## config.mk

```make
export PLATFORM = sky130hd
export DESIGN_NAME = kf76489_write_queue
export DESIGN_NICKNAME = d
export VERILOG_FILES = /design/src/rtl/kf76489_write_queue_pkg.sv /design/src/rtl/kf76489_write_queue_fifo.sv /design/src/rtl/kf76489_write_queue.sv
export SDC_FILE = /design/constraint.sdc
export NUM_CORES = 1
export LEC_CHECK = 0
export CAP_MARGIN = 5
export CORE_MARGIN = 8
export CORE_UTILIZATION = 44
export CTS_CLUSTER_DIAMETER = 40
export DETAILED_ROUTE_END_ITERATION = 10
export HOLD_SLACK_MARGIN = 0.15
export PLACE_DENSITY_LB_ADDON = 0.08
export SLEW_MARGIN = 20
export SYNTH_ARGS = -nofsm -noshare
export SYNTH_HDL_FRONTEND = slang
export SYNTH_SLANG_ARGS = --single-unit
```

## constraint.sdc

```tcl
create_clock -name clock -period 4.5 [get_ports clock]
set_input_delay 0.9 -clock clock [delete_from_list [all_inputs] [get_ports clock]]
set_output_delay 0.9 -clock clock [all_outputs]
set_load 0.005 [all_outputs]
```

## src/rtl/kf76489_write_queue_pkg.sv

```systemverilog
// Shared types and default parameters for the sound-chip write queue.
package kf76489_write_queue_pkg;

  typedef enum logic [1:0] {
    StIdle,
    StAssert,
    StWaitRdy,
    StRelease
  } state_e;

  localparam int unsigned DefaultDepth      = 8;
  localparam int unsigned DefaultAckTimeout = 64;
  localparam int unsigned DefaultGap        = 1;

endpackage

```

## src/rtl/kf76489_write_queue_fifo.sv

```systemverilog
// Byte FIFO with wrap-bit pointers; push while full and pop while empty are ignored.
module kf76489_write_queue_fifo
  import kf76489_write_queue_pkg::*;
#(
  parameter int unsigned DEPTH = DefaultDepth
) (
  input  logic                     clock,
  input  logic                     reset,
  input  logic                     push,
  input  logic [7:0]               push_data,
  input  logic                     pop,
  output logic [7:0]               head_data,
  output logic [$clog2(DEPTH):0]   count,
  output logic                     full,
  output logic                     empty
);

  localparam int unsigned AddrW = $clog2(DEPTH);

  logic [AddrW:0] wr_ptr_q, wr_ptr_d;
  logic [AddrW:0] rd_ptr_q, rd_ptr_d;
  logic [7:0]     mem_q [DEPTH];
  logic           do_push;
  logic           do_pop;

  assign empty = (wr_ptr_q == rd_ptr_q);
  // Same slot but opposite lap means the writer is a full turn ahead.
  assign full  = (wr_ptr_q[AddrW] != rd_ptr_q[AddrW]) &&
                 (wr_ptr_q[AddrW-1:0] == rd_ptr_q[AddrW-1:0]);
  assign count = wr_ptr_q - rd_ptr_q;

  assign head_data = mem_q[rd_ptr_q[AddrW-1:0]];

  assign do_push = push && !full;
  assign do_pop  = pop && !empty;

  always_comb begin
    wr_ptr_d = wr_ptr_q;
    rd_ptr_d = rd_ptr_q;
    if (do_push) wr_ptr_d = wr_ptr_q + 1'b1;
    if (do_pop)  rd_ptr_d = rd_ptr_q + 1'b1;
  end

  always_ff @(posedge clock or posedge reset) begin
    if (reset) begin
      wr_ptr_q <= '0;
      rd_ptr_q <= '0;
    end else begin
      wr_ptr_q <= wr_ptr_d;
      rd_ptr_q <= rd_ptr_d;
    end
  end

  always_ff @(posedge clock) begin
    if (do_push) mem_q[wr_ptr_q[AddrW-1:0]] <= push_data;
  end

endmodule

```

## src/rtl/kf76489_write_queue.sv

```systemverilog
// Queues host bytes and replays them to the sound chip with a CE_N/WE_N strobe,
// waiting for the chip's READY handshake (with timeout) on every write.
module kf76489_write_queue
  import kf76489_write_queue_pkg::*;
#(
  parameter int unsigned DEPTH       = DefaultDepth,
  parameter int unsigned ACK_TIMEOUT = DefaultAckTimeout,
  parameter int unsigned GAP         = DefaultGap
) (
  input  logic                   clock,
  input  logic                   reset,
  input  logic                   wr_valid,
  input  logic [7:0]             wr_data,
  output logic                   wr_ready,
  input  logic                   clear_err,
  output logic                   CE_N,
  output logic                   WE_N,
  output logic [7:0]             D_IN,
  input  logic                   READY,
  output logic [$clog2(DEPTH):0] fifo_count,
  output logic                   busy,
  output logic                   overflow,
  output logic                   timeout_err
);

  localparam int unsigned TimerW = $clog2(ACK_TIMEOUT + 1);
  localparam int unsigned GapW   = (GAP > 1) ? $clog2(GAP) : 1;
  localparam logic [TimerW-1:0] TimerLast = TimerW'(ACK_TIMEOUT - 1);
  localparam logic [GapW-1:0]   GapLast   = GapW'(GAP - 1);

  state_e            state_q, state_d;
  logic [TimerW-1:0] timer_q, timer_d;
  logic [GapW-1:0]   gap_q, gap_d;
  logic              strobe_q, strobe_d;
  logic [7:0]        d_in_q, d_in_d;
  logic              overflow_q, overflow_d;
  logic              timeout_q, timeout_d;

  logic              fifo_pop;
  logic [7:0]        fifo_head;
  logic              fifo_full;
  logic              fifo_empty;
  logic              timeout_set;

  kf76489_write_queue_fifo #(
    .DEPTH (DEPTH)
  ) u_fifo (
    .clock     (clock),
    .reset     (reset),
    .push      (wr_valid),
    .push_data (wr_data),
    .pop       (fifo_pop),
    .head_data (fifo_head),
    .count     (fifo_count),
    .full      (fifo_full),
    .empty     (fifo_empty)
  );

  assign wr_ready = !fifo_full;

  always_comb begin
    state_d     = state_q;
    timer_d     = timer_q;
    gap_d       = gap_q;
    strobe_d    = strobe_q;
    d_in_d      = d_in_q;
    fifo_pop    = 1'b0;
    timeout_set = 1'b0;
    unique case (state_q)
      StIdle: begin
        if (!fifo_empty) begin
          fifo_pop = 1'b1;
          d_in_d   = fifo_head;
          strobe_d = 1'b0;
          timer_d  = '0;
          state_d  = StAssert;
        end
      end
      StAssert: begin
        // A chip acknowledge takes priority over a timeout in the same cycle.
        if (!READY) begin
          state_d = StWaitRdy;
        end else if (timer_q == TimerLast) begin
          timeout_set = 1'b1;
          strobe_d    = 1'b1;
          gap_d       = '0;
          state_d     = StRelease;
        end else begin
          timer_d = timer_q + 1'b1;
        end
      end
      StWaitRdy: begin
        if (READY) begin
          strobe_d = 1'b1;
          gap_d    = '0;
          state_d  = StRelease;
        end
      end
      StRelease: begin
        if (gap_q == GapLast) state_d = StIdle;
        else                  gap_d   = gap_q + 1'b1;
      end
      default: state_d = StIdle;
    endcase
  end

  // Set events win over a simultaneous clear.
  always_comb begin
    overflow_d = overflow_q;
    timeout_d  = timeout_q;
    if (clear_err) begin
      overflow_d = 1'b0;
      timeout_d  = 1'b0;
    end
    if (wr_valid && fifo_full) overflow_d = 1'b1;
    if (timeout_set)           timeout_d  = 1'b1;
  end

  always_ff @(posedge clock or posedge reset) begin
    if (reset) begin
      state_q    <= StIdle;
      timer_q    <= '0;
      gap_q      <= '0;
      strobe_q   <= 1'b1;
      d_in_q     <= 8'hFF;
      overflow_q <= 1'b0;
      timeout_q  <= 1'b0;
    end else begin
      state_q    <= state_d;
      timer_q    <= timer_d;
      gap_q      <= gap_d;
      strobe_q   <= strobe_d;
      d_in_q     <= d_in_d;
      overflow_q <= overflow_d;
      timeout_q  <= timeout_d;
    end
  end

  assign CE_N        = strobe_q;
  assign WE_N        = strobe_q;
  assign D_IN        = d_in_q;
  assign busy        = (state_q != StIdle) || !fifo_empty;
  assign overflow    = overflow_q;
  assign timeout_err = timeout_q;

endmodule
```

==> impl_metrics.toml <==
[run_status]
outcome = "finished clean"

[floorplan]
start_util = 0.444
fp-row-count = 35
die_y_um = 111
core-area_um2 = 9020
dieArea_um2 = 12400
die_w_um = 111
io_pins = 31

[logic_synthesis]
avgSynthCellArea_um2 = 15.0
seq_area_frac_synth = 0.657
postSynthCellCount = 267
ys.flop_type = "edfxtp_1"
yosysMostFrequentCell = "edfxtp_1"
synth_edf_count = 64
postSynth.asyncResetShare = 0.304
ys_types = 47
synth_top_area_frac = 0.479
syn_nets = 290
yosysTopAreaCell = "edfxtp_1"
synth_commonest_cells = "edfxtp_1, nand2_1, dfrtp_1"
synth_area_um2 = 4010
synth-seq-cells = 92
yosysWarnings = 0
synth.area.top_cells = "edfxtp_1, dfrtp_1, mux4_2"

[cts]
clk_latency_ns = 0.35
post_cts_buffers = 0
cts_tree = "yes"
cts_buffers = 9
ctsHoldBuffers = 0
cts_sinks = 92
clock_tree.root_cell = "clkbuf_8"
ctsResizeCount = 0
htree_num_levels = 3
path_clk_slew_ns = 0.09
clockBufferDepth = 2

[global_routing]
grt_max_degree = 24
antenna_found_initial = 0
grt_pass1_vias = 2284
track_usage = 0.130
grt_overflow_total = 0
grt_pass1_wl_mm = 12.8

[worst_setup_path]
crit_fanout = 10
critPathLaunchType = "register"
reg2reg_depth = 6
cp-end-kind = "output pin"
rr_endpoint = "u_fifo.mem_q[3][5]"
path_class = "reg2out"
crit_required_ns = 3.60
r2r_slack_ns = 1.39
path_cells = "inv_2 > ha_1 > nand3_2 > nor3_4 > inv_2 > clkdlybuf4s50_1"
cpPeakStageDelay_ns = 0.56
worstReg2RegStart = "u_fifo.rd_ptr_q[2]"
cpMaxStageDelayCell = "dfrtp_1"
crit_top_cell = "inv_2"
arrival_ns = 2.61

[timing]
finalSetupTns_ns = 0
finalCritPeriodShare = 0.779
setup_viol = 0
finalHoldViolCount = 0
maxSlewViolCount = 0
grt_setup_unrepaired = "false"
tightest_slew_ns = 1.08
slew_headroom = 0.279
fmax_mhz = 285
clock_skew_ns = 0.0136
min_period_ns = 3.51
fin_hold_ws_ns = 0.499

[cells_and_area]
stdcell_count = 422
layout-drive-gt1-share = 0.193
antenna_cells = 0
fin_nets = 329
stdcell_area_um2 = 4670
syn_to_final_growth_pct = 16.6
fillers = 765

[placed_design]
io_buffer_count = 30
placed_area_um2 = 4460
dp_hpwl_mm = 5.42
place_inst = 406
gp_congestion = 0.773

[routing]
drtIter0Drc = 163
vias = 2305
dr.pass1.iters = 4
routed_wl_mm = 7.81
drtAntennaViolNets = 0
wl_per_cell_um = 18.5
via_per_inst = 5.46
drc = 0

[power]
p_leak_nw = 1.78
ir_worst_vdd_v = 0.000205
p_per_area_nw_per_um2 = 674

[flow_run]
maxCapViolCount = 0

[hold_path]
min_path_cells = 1
hp-start = "timer_q[5]"
worstHoldEndpoint = "timer_q[5]"
hp-class = "reg2reg"
==> layout by cell type (no fill, tap or decap), drive strengths merged, types with 2 or more instances in the layout <==
cell           netlist  routed
edfxtp              64      64
nand2               30      30
clkdlybuf4s50        0      30
dfrtp               19      19
inv                 16      19
mux4                16      16
a21o                11      11
a21oi               11      11
dfstp                9       9
nor2                 9       9
ha                   9       9
clkbuf               3       9
xnor2                8       8
buf                  7       8
nor3                 7       7
o21ai                6       6
nand3                5       5
o21a                 4       4
a211o                3       3
nand4                3       3
mux2                 3       3
clkinv               0       3
and4b                2       2
nor4b                2       2
and3                 2       2
mux2i                2       2
nand2b               2       2
xor2                 2       2
==> cell type report <==
type                       instances  area, µm²  share of cell area
clock buffer                       9        124              0.0265
sequential                        92       2630               0.564
clock inverter                     7       92.6              0.0198
tap                              111        139              0.0297
multi-input combinational        149       1260               0.270
timing repair buffer              38        360              0.0771
inverter                          16       60.1              0.0129
==> critical path, delay by kind of cell (launching register included) <==
family                     cells  cell delay [ns]
and+or+nand+nor                2             0.57
DFF                            1             0.56
buffers and inverters          3             0.72
adders and majority gates      1             0.41
==> per-layer routing <==
metal,track usage,vias up,routed length (µm)
met1,0.184,1153,3880
met5,0,-,0
met2,0.195,56,3600
met3,0.0242,14,233
met4,0.0453,0,104
li1,-,1082,-
==> state kept, by name, indices dropped and copies added (netlist names) <==
name,cells
CE_N,1
D_IN,8
overflow,1
state_q,2
timeout_err,1
timer_q,7
u_fifo.mem_q,64
u_fifo.rd_ptr_q,4
u_fifo.wr_ptr_q,4
==> through the flow <==
step            util  worst slack, ns  power (W)
2_1_floorplan      -             1.62    0.00212
3_3_place_gp   0.494             1.36    0.00260
3_5_place_dp   0.494             1.30    0.00260
4_1_cts        0.518            0.996    0.00319
5_1_grt        0.518            0.859    0.00336
6_report       0.518            0.992    0.00315
==> how the worst max path moves through the flow <==
stage	start	to	slack [ns]	cells past startpoint
after CTS	u_fifo.rd_ptr_q[2]	busy	1.0	6
after floorplan	u_fifo.rd_ptr_q[1]	u_fifo.mem_q[1][0]	1.62	8
after global placement	wr_valid	u_fifo.mem_q[5][3]	1.36	4
after global routing	u_fifo.rd_ptr_q[2]	busy	0.86	6
final	u_fifo.rd_ptr_q[2]	busy	0.99	6
after detailed placement	wr_valid	u_fifo.mem_q[5][7]	1.30	4
==> power by group <==
part / switching, W / total (W) / internal [W] / leakage (nW)
clock: 0.000319 / 0.000590 / 0.000271 / 0.109
combinational: 0.000637 / 0.00129 / 0.000655 / 0.750
sequential: 0.000133 / 0.00127 / 0.00113 / 0.917
==> cells by family (layout without fill, tap and decap cells) <==
group,Yosys count,in the layout,share of synthesized area
buf+inv,26,70,0.0293
simple gates,66,66,0.0821
mux,21,21,0.103
xor+xnor,10,10,0.0237
flops,92,92,0.657
fa+ha+maj,10,10,0.0331
compound gates,42,42,0.0715
Power figures use the tool's default switching activity.
